## src/rtl/sm_xram_pkg.sv

```systemverilog
// Shared definitions for the schoolMIPS exchange-memory arbiter: FSM states and default widths.
package sm_xram_pkg;

  localparam int XRAM_N_PORTS    = 4;
  localparam int XRAM_DATA_WIDTH = 32;
  localparam int XRAM_ADDR_WIDTH = 4;

  typedef enum logic [1:0] {
    XS_IDLE   = 2'd0,
    XS_ACCESS = 2'd1,
    XS_DONE   = 2'd2
  } xramState_t;

endpackage

```

## src/rtl/sm_xram_storage.sv

```systemverilog
// Word array with one synchronous write port, an async read port and an async debug read port.
module sm_xram_storage
  import sm_xram_pkg::*;
#(
  parameter int DATA_WIDTH = XRAM_DATA_WIDTH,
  parameter int ADDR_WIDTH = XRAM_ADDR_WIDTH
) (
  input  logic                  i_clk,
  input  logic                  i_we,
  input  logic [ADDR_WIDTH-1:0] i_a,
  input  logic [DATA_WIDTH-1:0] i_wd,
  output logic [DATA_WIDTH-1:0] o_rd,
  input  logic [ADDR_WIDTH-1:0] i_dbg_a,
  output logic [DATA_WIDTH-1:0] o_dbg_rd
);

  // Contents are deliberately not reset; software owns initialisation.
  logic [DATA_WIDTH-1:0] r_mem [0:(1<<ADDR_WIDTH)-1];

  always_ff @(posedge i_clk) begin
    if (i_we) begin
      r_mem[i_a] <= i_wd;
    end
  end

  assign o_rd     = r_mem[i_a];
  assign o_dbg_rd = r_mem[i_dbg_a];

endmodule

```

## src/rtl/sm_xram_arbiter.sv

```systemverilog
// Round-robin arbiter serialising core accesses to the shared exchange memory,
// one IDLE -> ACCESS -> DONE transaction at a time.
module sm_xram_arbiter
  import sm_xram_pkg::*;
#(
  parameter int N_PORTS    = XRAM_N_PORTS,
  parameter int DATA_WIDTH = XRAM_DATA_WIDTH,
  parameter int ADDR_WIDTH = XRAM_ADDR_WIDTH
) (
  input  logic                            i_clk,
  input  logic                            i_rst_n,
  input  logic [N_PORTS-1:0]              i_req,
  input  logic [N_PORTS-1:0]              i_we,
  input  logic [N_PORTS*ADDR_WIDTH-1:0]   i_addr,
  input  logic [N_PORTS*DATA_WIDTH-1:0]   i_wdata,
  output logic [N_PORTS-1:0]              o_ack,
  output logic [DATA_WIDTH-1:0]           o_rdata,
  output logic                            o_busy,
  output logic [$clog2(N_PORTS)-1:0]      o_grant_id,
  input  logic [ADDR_WIDTH-1:0]           i_dbg_addr,
  output logic [DATA_WIDTH-1:0]           o_dbg_data
);

  localparam int GW = $clog2(N_PORTS);

  xramState_t              r_state;
  logic [N_PORTS-1:0]      r_ack;
  logic [DATA_WIDTH-1:0]   r_rdata;
  logic                    r_busy;
  logic [GW-1:0]           r_grant;
  logic [GW-1:0]           r_last;

  logic [ADDR_WIDTH-1:0]   w_memAddr;
  logic [DATA_WIDTH-1:0]   w_memWd;
  logic [DATA_WIDTH-1:0]   w_memRd;
  logic                    w_memWe;
  logic [GW-1:0]           w_winner;

  // First requester after the last winner, wrapping around the ports.
  function automatic logic [GW-1:0] pickWinner(input logic [N_PORTS-1:0] req,
                                               input logic [GW-1:0] last);
    logic [GW-1:0] win;
    logic          found;
    int            idx;
    win   = '0;
    found = 1'b0;
    for (int i = 1; i <= N_PORTS; i++) begin
      idx = (int'(last) + i) % N_PORTS;
      if (!found && req[idx]) begin
        win   = idx[GW-1:0];
        found = 1'b1;
      end
    end
    return win;
  endfunction

  assign w_winner  = pickWinner(i_req, r_last);
  assign w_memAddr = i_addr[int'(r_grant)*ADDR_WIDTH +: ADDR_WIDTH];
  assign w_memWd   = i_wdata[int'(r_grant)*DATA_WIDTH +: DATA_WIDTH];
  assign w_memWe   = (r_state == XS_ACCESS) && i_we[r_grant];

  sm_xram_storage #(
    .DATA_WIDTH(DATA_WIDTH),
    .ADDR_WIDTH(ADDR_WIDTH)
  ) u_storage (
    .i_clk   (i_clk),
    .i_we    (w_memWe),
    .i_a     (w_memAddr),
    .i_wd    (w_memWd),
    .o_rd    (w_memRd),
    .i_dbg_a (i_dbg_addr),
    .o_dbg_rd(o_dbg_data)
  );

  // Pointer resets to the last port so port 0 is searched first.
  always_ff @(posedge i_clk or negedge i_rst_n) begin
    if (!i_rst_n) begin
      r_state <= XS_IDLE;
      r_ack   <= '0;
      r_rdata <= '0;
      r_busy  <= 1'b0;
      r_grant <= '0;
      r_last  <= GW'(N_PORTS - 1);
    end else begin
      case (r_state)
        XS_IDLE: begin
          r_ack <= '0;
          if (|i_req) begin
            r_grant <= w_winner;
            r_last  <= w_winner;
            r_busy  <= 1'b1;
            r_state <= XS_ACCESS;
          end
        end
        XS_ACCESS: begin
          r_ack <= N_PORTS'(1) << r_grant;
          if (!i_we[r_grant]) begin
            r_rdata <= w_memRd;
          end
          r_state <= XS_DONE;
        end
        XS_DONE: begin
          r_ack   <= '0;
          r_busy  <= 1'b0;
          r_state <= XS_IDLE;
        end
        default: begin
          r_ack   <= '0;
          r_busy  <= 1'b0;
          r_state <= XS_IDLE;
        end
      endcase
    end
  end

  assign o_ack      = r_ack;
  assign o_rdata    = r_rdata;
  assign o_busy     = r_busy;
  assign o_grant_id = r_grant;

endmodule

```

## config.mk

```make
export PLATFORM = sky130hd
export DESIGN_NAME = sm_xram_arbiter
export DESIGN_NICKNAME = d
export VERILOG_FILES = /design/src/rtl/sm_xram_pkg.sv /design/src/rtl/sm_xram_storage.sv /design/src/rtl/sm_xram_arbiter.sv
export SDC_FILE = /design/constraint.sdc
export NUM_CORES = 1
export LEC_CHECK = 0
export ABC_CLOCK_PERIOD_IN_PS = 10300
export BUFFER_PORTS_ARGS = -buffer_cell sky130_fd_sc_hd__buf_2
export CORE_UTILIZATION = 55
export DETAILED_ROUTE_END_ITERATION = 8
export PLACE_DENSITY = 0.75
export REMOVE_ABC_BUFFERS = 1
export SYNTH_ARGS = -nofsm -noshare
export SYNTH_HDL_FRONTEND = slang
export SYNTH_SLANG_ARGS = --single-unit
```

## constraint.sdc

```tcl
create_clock -name i_clk -period 10.3 [get_ports i_clk]
set_clock_uncertainty 0.05 [all_clocks]
set_input_delay 1.03 -clock i_clk [delete_from_list [all_inputs] [get_ports i_clk]]
set_output_delay 1.03 -clock i_clk [all_outputs]
set_load 0.01 [all_outputs]
```

# After elaboration in Yosys (flattened, before gate mapping)
# Memories as Yosys holds them, arrays and structs flattened. A register that Yosys moved wholly into a read port is not among the register bits.
# Cells that the tools add are included.
# Widths: inputs -> output; s select.
dict set report word_totals {
  inputBits 158
  output_inout_bits 71
  ram_bits 512
  mem_count 1
  regBits 11
}
# name depth word_bits read_ports rd_clocked_by_memory_dff wr line_no
set memory_table {}
lappend memory_table {u_storage.r_mem 16 32 2 1 1 sm_xram_storage.sv:18} ;# logic [DATA_WIDTH-1:0] r_mem [0:(1<<ADDR_WIDTH)-1];
dict set report op_classes {
  reduce_logical 17
  n_shift 3
  n_addsub 4
  n_lt_le_gt_ge 5
  bitwise_logic 6
  n_eq_ne 2
  n_mux 28
}
# cell count
set ops {}
lappend ops {{$shiftx 128x8->32} 1}
lappend ops {{$lt 3x4->1 const B} 4}
lappend ops {{$shiftx 16x5->4} 1}
lappend ops {{$mux 1} 15}
lappend ops {{$bmux 1 s2} 5}
lappend ops {{$mux 2} 5}
lappend ops {{$reduce_or 2->1} 4}
lappend ops {{$reduce_and 2->1} 3}
lappend ops {{$add 2x1->2 const B} 2}
lappend ops {{$add 2x2->2 const B} 2}
lappend ops {{$and 1x1->1 const A} 4}
lappend ops {{$logic_and 1x1->1} 4}
lappend ops {{$logic_not 1->1} 4}
lappend ops {{$mux 4} 1}
lappend ops {{$pmux 2 s2} 1}
lappend ops {{$reduce_or 4->1} 1}
lappend ops {{$shl 1x2->4 const A} 1}
lappend ops {{$lt 2x3->1 const B} 1}
lappend ops {{$eq 2x1->1 const B} 1}
lappend ops {{$logic_not 2->1} 1}
lappend ops {{$ne 2x2->1 const B} 1}
lappend ops {{$not 1->1} 2}
lappend ops {{$pmux 1 s2} 1}

# Logic depth before layout (Yosys ltp)
# Gate-level depths: netlist of run 1.
dict set report depth {
  word_depth 16
  mapped_depth 9
  depth_no_buf 6
}

# Modules after synthesis
# A second synthesis of run 1 with hierarchy kept.
dict set report unflattened {
  cells_unflattened 1243
  area_unflattened_um2 25522.0
}
# mod n_inst seq_area_each_um2 area_per_inst_um2 cells_each
set modules_own_cells {}
lappend modules_own_cells {sm_xram_storage 1 15374.7 22933.2 1080}
lappend modules_own_cells {sm_xram_arbiter 1 1078.5 2588.7 163}

# Least setup slack after synthesis of run 1
# No wires, ideal clock.
dict set report synth_timing {
  path_type {input to register}
  startpoint {input i_addr[13]}
  endpoint {memory u_storage.r_mem[0][0] (netlist bit), enable pin}
  slack_ps 6272
  stages 7
  t_arrival_ps 3557
  path_buffers 3
  required_time_ps 9829
  cell_sequence {mux4_2 > buf_4 > buf_6 > buf_6 > nor2_1 > nand2_1 > nor2_1}
}
dict set report synth_via {
  elab_chain_len 1
}
# item line_no
set synth_rtl {}
lappend synth_rtl {{start, declared} sm_xram_arbiter.sv:14} ;# input logic [N_PORTS*ADDR_WIDTH-1:0] i_addr,
lappend synth_rtl {{$shiftx 16x5->4} sm_xram_arbiter.sv:58} ;# assign w_memAddr = i_addr[int'(r_grant)*ADDR_WIDTH +: ADDR_WIDTH];
lappend synth_rtl {{end, declared} sm_xram_storage.sv:18}
# No other way between the ends.

# Final worst setup path of run 1
dict set report layout_timing {
  startpoint {input i_dbg_addr[0]}
  endpoint {output o_dbg_data[16]}
}
dict set report layout_via {
  elab_chain_len 1
}
# item line_no
set layout_rtl {}
lappend layout_rtl {{start, declared} sm_xram_arbiter.sv:20} ;# input logic [ADDR_WIDTH-1:0] i_dbg_addr,
lappend layout_rtl {{$mem_v2 16x32} n/a}
lappend layout_rtl {{end, declared} sm_xram_arbiter.sv:21} ;# output logic [DATA_WIDTH-1:0] o_dbg_data
# No other way between the ends.

==> metrics.txt, run 1 <==
vias in the first global route 16618; crit path kind in -> out; most frequent cells in the layout 512 x edfxtp_1, 292 x mux2i_1, 226 x buf_2; cells on worst reg2reg path 8; post-CTS setup buffer count 0; die width 221 µm; FP Rows 79; Worst Hold Path EP o_busy; max frequency 190 MHz; unrepaired setup endpoints after global routing no; DIE HEIGHT 221 µm; Critical Path Fanout Max 80; initial antenna violation count 2; crit path time final 5.26 ns; gr usage total 29.0%; Area contributors post-synth edfxtp_1 58%, mux4_2 17%, mux2i_1 11%, dfrtp_1 3.9%, nand2_1 2.9%; total I/O pin count 229; reg-to-reg slack, setup 5.89 ns; CTS Hold Buffers Added 0; sequential area share after synthesis 62.2%; first-pass GRT wire length 104 mm; HP Start r_state[1]; area grow syn2layout 13.2%; status finished clean; maximum vdd drop 266 µV; core footprint 0.0470 mm²; Critical Path AT 4.18 ns; largest net degree at the start of global routing 81; PwrDens 256 mW/mm²; endpoint type of the worst setup path primary output; Crit. Startpoint i_dbg_addr[0]; Max-cap violations 0; Seq cells post-synth 555; # placed instances 2328; n_diodes 0; initial DRC count 2026; syn avg cell area 16.8 µm²; initial core utilization 56.3%; Slew HR 21.7%; Final period util 51.0%; Pleak 10.8 nW; CTS Buffer Depth 3; fin cells 2430; synthesized cell area 0.0264 mm²; Inserted Clock Buffers 55; final worst slack 5.04 ns; Routability Congestion 0.791; nets@finish 1936; Clock Latency Late Sink 0.60 ns; vias per cell 6.73; Crit path required time 9.22 ns; DR vias 16364; Yosys top cell area share 58.1%; Worst Hold Path Cells 1; most common cell after layout, fill and taps aside edfxtp_1; Place WS 4.97 ns; clock sinks 555; Mapped Cells 1570; crit start category primary input; overall die area 0.0490 mm²; Reg clk slew, reported paths 0.06 ns; final instance area 0.0299 mm²; Routed WL 70.8 mm; count of different cell masters after synthesis 32; hold crit path type reg -> reg; final hold vios 0; share of layout cells above drive strength 1 31.9%; htree depth 2; final slew viol count 0; Root Buffer clkbuf_16; R2R Path End o_rdata[21]; port bufs 228; TritonCTS clock tree yes; YS warnings 0; Setup Viol. Count Final 0; PostCTS Resize Cnt 0; post-place instance area 0.0281 mm²; Worst R2R Start o_grant_id[1]; cell taking the most area after synthesis edfxtp_1; final global-route overflow total 0; post-detail-place hpwl 38.9 mm; worst-margin pin slew 1.18 ns; post-route ant nets 0; Power Total 7.65 mW; setup TNS 0 ns; per-cell routed wire length 29.1 µm; DR pass1 iterations 5; drt drc 0
## layer usage
layer,up-vias,routed length [µm],track usage (%)
met5,-,25,0
met4,4,2390,11.1
met3,161,7110,4.97
met2,1022,34400,47.4
met1,8433,26900,39.4
li1,6744,-,-
## sequential cells by signal, indices dropped and copies added (netlist names)
name and cells:
o_ack 4, o_busy 1, o_grant_id 2, o_rdata 32, r_last 2, r_state 2, u_storage.r_mem 512
## critical path: stages
cell and delay, ns:
clkbuf_8 0.76, buf_4 0.93, mux4_2 0.62, mux4_2 0.56, buf_2 0.17
## through the flow
stage / util, % / hold WS, ns
3_3_place_gp: 59.9 / 0.421
5_1_grt: 63.8 / 0.459
6_report: 63.8 / 0.417
4_1_cts: 63.8 / 0.427
3_5_place_dp: 59.9 / 0.432
2_1_floorplan: - / 0.392
## power breakdown
| part | internal, mW | total [mW] | switching (mW) |
|---|---|---|---|
| Clock | 1.20 | 2.04 | 0.841 |
| Combinational | 0.916 | 2.51 | 1.60 |
| Sequential | 3.00 | 3.10 | 0.104 |
## cell usage after synthesis, drive strengths merged
cell type,instances
and3,2
nor4,32
mux2i,293
o21ai,6
or2,1
edfxtp,512
buf,67
or3,1
nor3,2
a211o,1
a21oi,95
nand3,1
mux4,196
o22ai,34
mux2,1
o21a,2
nand2b,6
nand2,201
inv,7
dfstp,2
nor3b,1
a221o,1
clkbuf,46
nor2,19
dfrtp,41
## worst max-delay path by stage
stage	endpoint	slack, ns	cells past startpoint
floorplan	u_storage.r_mem[3][0]	1.02	4
global placement	o_dbg_data[20]	5.00	5
detailed placement	o_dbg_data[16]	4.97	5
CTS	o_dbg_data[16]	4.96	5
global route	o_dbg_data[16]	4.75	5
finish	o_dbg_data[16]	5.04	5
## final cells by class
| cell class | count | area, µm² |
|---|---|---|
| Sequential cell | 555 | 16500 |
| Clock buffer | 78 | 1560 |
| Clock inverter | 24 | 279 |
| Multi-Input combinational cell | 895 | 9450 |
| Inverter | 7 | 26.3 |
| Fill cell | 3252 | 17000 |
| Tap cell | 607 | 759 |
| Timing Repair Buffer | 264 | 1420 |
## kinds of logic after synthesis
kind of cell    Yosys count  synth area share [%]
flops                   555                  62.2
simple gates            266                  4.49
compound gates          139                  2.84
mux                     490                  27.8
buf+inv                 120                  2.64
No activity file was read; power rests on OpenSTA's default activity.
==> inputs of run 2 (changes only) <==
--- a/config.mk
+++ b/config.mk
@@ -5,7 +5,7 @@
 export SDC_FILE = /design/constraint.sdc
 export NUM_CORES = 1
 export LEC_CHECK = 0
-export ABC_CLOCK_PERIOD_IN_PS = 10300
+export ABC_CLOCK_PERIOD_IN_PS = 5200
 export BUFFER_PORTS_ARGS = -buffer_cell sky130_fd_sc_hd__buf_2
 export CORE_UTILIZATION = 55
 export DETAILED_ROUTE_END_ITERATION = 8
==> constraint.sdc (replaced) <==
create_clock -name i_clk -period 5.2 [get_ports i_clk]
set_clock_uncertainty 0.05 [all_clocks]
set_input_delay 0.52 -clock i_clk [delete_from_list [all_inputs] [get_ports i_clk]]
set_output_delay 0.52 -clock i_clk [all_outputs]
set_load 0.01 [all_outputs]
==> metrics.txt, run 2 (same netlist as run 1, synthesis figures left out) <==
status finished clean; DIE HEIGHT 221 µm (unchanged); Critical Path Fanout Max 45 (-44%); final instance area 0.0302 mm² (+0.89%); CTS Hold Buffers Added 0 (unchanged); area grow syn2layout 14.2%; post-place instance area 0.0283 mm² (+0.70%); vias per cell 6.66 (-1.1%); FP Rows 79 (unchanged); port bufs 228 (unchanged); Reg clk slew, reported paths 0.06 ns (about the same); initial antenna violation count 0 (-2); Final period util 71.3%; nets@finish 1944 (+0.41%); htree depth 2 (unchanged); Root Buffer clkbuf_16; setup TNS 0 ns (unchanged); final global-route overflow total 0 (unchanged); initial core utilization 56.3% (unchanged); CTS Buffer Depth 3 (unchanged); core footprint 0.0470 mm² (unchanged); post-CTS setup buffer count 0 (unchanged); Max-cap violations 0 (unchanged); Place WS 1.48 ns (-3.49 ns); final worst slack 1.49 ns (-3.55 ns); crit path time final 3.71 ns; PwrDens 506 mW/mm² (+98%); overall die area 0.0490 mm² (unchanged); DR vias 16239 (-0.76%); Crit path required time 5.44 ns (-3.78 ns); PostCTS Resize Cnt 0 (unchanged); fillers 3216 (-1.1%); max FFs per register 512 (unchanged); gr usage total 28.6% (-0.44 points); most common cell after layout, fill and taps aside edfxtp_1; unrepaired setup endpoints after global routing no; largest net degree at the start of global routing 131 (+62%); post-detail-place hpwl 39.7 mm (+2.0%); Critical Path AT 3.95 ns (-0.23 ns); max frequency 270 MHz; Most flops, register u_storage.r_mem; drt drc 0 (unchanged); final slew viol count 0 (unchanged); final hold vios 0 (unchanged); total I/O pin count 229 (unchanged); most frequent cells in the layout 512 x edfxtp_1, 292 x mux2i_1, 226 x buf_2; hold crit path type in -> async; post-route ant nets 0 (unchanged); vias in the first global route 16618 (unchanged); Clock Latency Late Sink 0.61 ns (about the same); Routed WL 69.6 mm (-1.7%); clock sinks 555 (unchanged); maximum vdd drop 817 µV (+210%); Slew HR 23.3% (+1.6 points); n_diodes 0 (unchanged); worst-margin pin slew 1.15 ns (-0.0241 ns); TritonCTS clock tree yes; endpoint type of the worst setup path register; Setup Viol. Count Final 0 (unchanged); die width 221 µm (unchanged); Pleak 11.0 nW (+1.2%); Routability Congestion 0.794 (+0.32%); share of layout cells above drive strength 1 32.4% (+0.50 points); crit start category register; cells on worst reg2reg path 5 (-3); first-pass GRT wire length 104 mm (-0.70%); initial DRC count 1915 (-5.5%); crit path kind reg -> reg; per-cell routed wire length 28.5 µm (-2.1%); Inserted Clock Buffers 55 (unchanged); DR pass1 iterations 6 (+1)
==> run 2: per-layer routing <==
| metal | GRT usage (%) | up-vias | wire length [µm] |
|---|---|---|---|
| li1 | - | 6787 | - |
| met1 | 40.4 | 8357 | 27600 |
| met2 | 45.3 | 949 | 33700 |
| met3 | 4.70 | 146 | 6200 |
| met4 | 10.4 | 0 | 2130 |
| met5 | 0 | - | 0 |
==> run 2: metrics by stage <==
| step | hold slack [ns] | cells | total power, mW | util [%] |
|---|---|---|---|---|
| 2_1_floorplan | 0.174 | 1457 | 9.97 | - |
| 5_1_grt | 0.100 | 2439 | 15.8 | 64.4 |
| 4_1_cts | 0.0553 | 2439 | 15.3 | 64.4 |
| 3_3_place_gp | 0.428 | 2336 | 11.0 | 60.3 |
| 3_5_place_dp | 0.436 | 2336 | 11.2 | 60.3 |
| 6_report | 0.0566 | 2439 | 15.3 | 64.4 |
==> run 2: layout make-up <==
class                      count  area (µm²)  area share (%)
tap                          607         759            2.51
inverter                       7        26.3          0.0870
clock inverter                29         323            1.07
sequential                   555       16500            54.5
timing repair buffer         272        1620            5.36
multi-input combinational    895        9450            31.3
clock buffer                  74        1580            5.23
==> run 2: power by group <==
part           switching [mW]  leakage (nW)  internal (mW)
Combinational            3.03          4.94           1.85
Sequential              0.308          5.09           5.93
Clock                    1.68         0.946           2.47
==> run 2: final timing paths <==
path                                    start  slack, ns                endpoint
worst max-delay path            o_grant_id[1]       1.49  u_storage.r_mem[2][31]
worst min-delay path                  i_rst_n       0.06             o_rdata[30]
worst max register to register  o_grant_id[1]       1.49  u_storage.r_mem[2][31]
worst min register to register     r_state[1]       0.46                  o_busy
max in group asynchronous             i_rst_n       4.41           o_grant_id[0]
min in group i_clk                   i_req[3]       0.33               r_last[1]
==> run 2: critical path, stage by stage, from the launching register on <==
cell     delay (ns)
dfrtp_2        0.64
mux2i_1        0.38
mux2_4         0.69
nand2_1        0.42
nor2_4         0.78
buf_4          0.37
==> inputs of run 3 (changes only) <==
--- a/config.mk
+++ b/config.mk
@@ -5,11 +5,12 @@
 export SDC_FILE = /design/constraint.sdc
 export NUM_CORES = 1
 export LEC_CHECK = 0
-export ABC_CLOCK_PERIOD_IN_PS = 5200
+export ABC_AREA = 1
+export ABC_CLOCK_PERIOD_IN_PS = 3400
 export BUFFER_PORTS_ARGS = -buffer_cell sky130_fd_sc_hd__buf_2
 export CORE_UTILIZATION = 55
 export DETAILED_ROUTE_END_ITERATION = 8
-export PLACE_DENSITY = 0.75
+export PLACE_DENSITY = 0.78
 export REMOVE_ABC_BUFFERS = 1
 export SYNTH_ARGS = -nofsm -noshare
 export SYNTH_HDL_FRONTEND = slang
==> constraint.sdc (replaced) <==
create_clock -name i_clk -period 3.4 [get_ports i_clk]
set_clock_uncertainty 0.05 [all_clocks]
set_input_delay 0.34 -clock i_clk [delete_from_list [all_inputs] [get_ports i_clk]]
set_output_delay 0.34 -clock i_clk [all_outputs]
set_load 0.01 [all_outputs]
==> metrics.txt, run 3 <==
status finished clean; drt drc 0 (unchanged); clock sinks 555 (unchanged); Routed WL 86.8 mm (+25%); Inserted Clock Buffers 58 (+5.5%); fillers 4072 (+27%); switch share 41.4% (+8.5 points); overall die area 0.0538 mm² (+9.9%); final hold vios 0 (unchanged); count leader, synth nand2_1; logic gate share of total power 42.2% (+10 points); syn avg cell area 8.89 µm² (-47%); share of layout cells above drive strength 1 13.1% (-19 points); Slowest Stage Delay on Critical Path 0.53 ns (-0.25 ns); Slew HR 25.9% (+2.6 points); setup TNS 0 ns (unchanged); asr flop ratio synth 7.75% (unchanged); Crit path required time 3.59 ns (-1.85 ns); post-route ant nets 0 (unchanged); Setup Viol. Count Final 0 (unchanged); gr usage total 32.0% (+3.4 points); Critical Path AT 3.42 ns (-0.53 ns); initial DRC count 3320 (+73%); nets@finish 3563 (+83%); first-pass GRT wire length 130 mm (+26%); Clock Latency Late Sink 0.62 ns (about the same); sequential area share after synthesis 56.5% (-5.7 points); PostCTS Resize Cnt 0 (unchanged); per-cell routed wire length 21.0 µm (-26%); PwrDens 851 mW/mm² (+68%); largest net degree at the start of global routing 193 (+47%); post-detail-place hpwl 47.8 mm (+20%); Seq cells post-synth 555 (unchanged); Root Buffer clkbuf_16; critical path, cell by cell inv_4 > nand2_2 > inv_2 > nand2_1 > nand2_1 > a21oi_1 > a21oi_1 > nand3_1 > nor2_4 > buf_4; FP Rows 83 (+5.1%); Area contributors post-synth edfxtp_1 53%, nand2_1 15%, nand3_1 4.7%, o21ai_0 4.4%, dfrtp_1 3.5%; core footprint 0.0518 mm² (+10%); Mapped Cells 3275 (+110%); hold crit path type in -> reg; Post-synth top cells 1162 x nand2_1, 512 x edfxtp_1, 271 x nand3_1; Yosys top cell area share 52.8% (-5.3 points); synthesized cell area 0.0291 mm² (+10%); Hold Slack 0.0614 ns (+0.00483 ns); vias in the first global route 22771 (+37%); final global-route overflow total 0 (unchanged); final slew viol count 0 (unchanged); Reg clk slew, reported paths 0.06 ns (about the same); die width 232 µm (+4.8%); # placed instances 4024 (+72%); fin cells 4137 (+70%); count of different cell masters after synthesis 35 (+9.4%); crit path time final 3.23 ns (-0.475 ns); Most flops, register u_storage.r_mem; register area 0.0165 mm² (about the same); vias per cell 5.93 (-11%); initial core utilization 56.2% (-0.18 points); htree depth 2 (unchanged); crit start category register; max frequency 309 MHz (+15%); multi-input logic area 0.0109 mm² (+15%); Net Switching 11.6 mW (+130%); TritonCTS clock tree yes; area grow syn2layout 13.4%; Max-cap violations 0 (unchanged); CTS Buffer Depth 3 (unchanged); Pint 16.4 mW (+60%); Final period util 95.1% (+24 points); Post-synth EDFFs 512 (unchanged); CTS Hold Buffers Added 1 (+1); maximum vdd drop 1470 µV (+80%); DIE HEIGHT 232 µm (+4.8%); clock network power share 23.1% (-4.1 points); worst-margin pin slew 1.11 ns (-0.0396 ns); endpoint type of the worst setup path register; Sequential Power Share 34.6% (-6.2 points); final instance area 0.0330 mm² (+9.2%); YS warnings 0 (unchanged); unrepaired setup endpoints after global routing no; Pleak 14.1 nW (+28%); Top FF cell, synth edfxtp_1; most frequent cells in the layout 1160 x nand2_1, 512 x edfxtp_1, 271 x nand3_1; Slowest-stage cell, CP dfrtp_1; cell taking the most area after synthesis edfxtp_1; Routability Congestion 0.882 (+11%); DR pass1 iterations 6 (unchanged); CP delay by family, top buffers and inverters; most common cell after layout, fill and taps aside nand2_1; Critical Path Fanout Max 23 (-49%); DR vias 24512 (+51%); port bufs 228 (unchanged); total I/O pin count 229 (unchanged); post-CTS setup buffer count 0 (unchanged); post-place instance area 0.0310 mm² (+9.6%); Buf/Inv on CP 3 (+2); crit path kind reg -> reg; initial antenna violation count 3 (+3); max FFs per register 512 (unchanged)
==> run 3: changes by cell type after synthesis, sizes merged, moves of 34 or more <==
cell / before / now
nand2: 201 / 1165
nand3: 1 / 271
o21ai: 6 / 258
inv: 7 / 217
mux2i: 293 / 96
mux4: 196 / 0
nor2: 19 / 130
o211ai: 0 / 108
buf: 67 / 130
a21oi: 95 / 153
clkbuf: 46 / 102
a22oi: 0 / 49
o22ai: 34 / 0
==> run 3: power by group through the flow <==
stage | registers (mW) | logic [mW] | clock network [mW]
finish | 9.73 | 11.9 | 6.49
CTS | 9.72 | 11.6 | 6.51
global placement | 9.84 | 11.4 | 0
detailed placement | 9.85 | 11.6 | 0
floorplan | 9.86 | 7.28 | 0
global route | 9.79 | 13.0 | 6.77
==> run 3: metrics by stage <==
step / setup slack, ns / util, % / total power, mW
2_1_floorplan: -6.82 / - / 17.1
3_3_place_gp: 0.463 / 59.8 / 21.3
3_5_place_dp: 0.307 / 59.8 / 21.4
4_1_cts: 0.263 / 63.7 / 27.9
5_1_grt: 0.0379 / 63.7 / 29.5
6_report: 0.168 / 63.7 / 28.1
==> run 3: layer usage <==
metal / track usage (%) / vias to the layer above / part of all wire (%)
li1: - / 11346 / -
met1: 42.4 / 11371 / 38
met2: 51.6 / 1534 / 46
met3: 6.31 / 259 / 12
met4: 12.8 / 2 / 3.9
met5: 0 / - / 0.015
==> run 3: cell type report <==
type / count / area share [%]
inverter: 218 / 2.50
multi-input combinational: 2270 / 33.0
sequential: 555 / 49.9
clock inverter: 20 / 0.622
antenna: 2 / 0.0152
clock buffer: 90 / 5.35
tap: 680 / 2.58
timing repair buffer: 302 / 6.07
==> run 3: logic make-up (layout without fill, tap and decap cells) <==
| group | Yosys count | in the layout | share of synthesized area, % |
|---|---|---|---|
| buf+inv | 450 | 630 | 6.64 |
| simple gates | 1604 | 1604 | 22.3 |
| flops | 555 | 555 | 56.5 |
| other cells | 0 | 2 | 0 |
| mux | 96 | 96 | 3.30 |
| compound gates | 568 | 568 | 11.1 |
| xor+xnor | 2 | 2 | 0.0602 |
==> run 3: path summary, 6_finish.rpt <==
kind,from,depth (start not counted),slack (ns),end
worst max-delay path,o_grant_id[1],10,0.17,u_storage.r_mem[9][11]
worst min-delay path,i_req[0],3,0.06,r_state[0]
worst max register to register,o_grant_id[1],10,0.17,u_storage.r_mem[9][11]
worst min register to register,r_state[1],1,0.43,r_state[1]
max in group asynchronous,i_rst_n,3,2.02,o_rdata[16]
min in group asynchronous,i_rst_n,2,0.41,o_rdata[2]
==> run 3: worst min-delay path, stage by stage <==
cell and delay [ns]:
buf_2 0.09, nor4_1 0.05, nor2_1 0.18
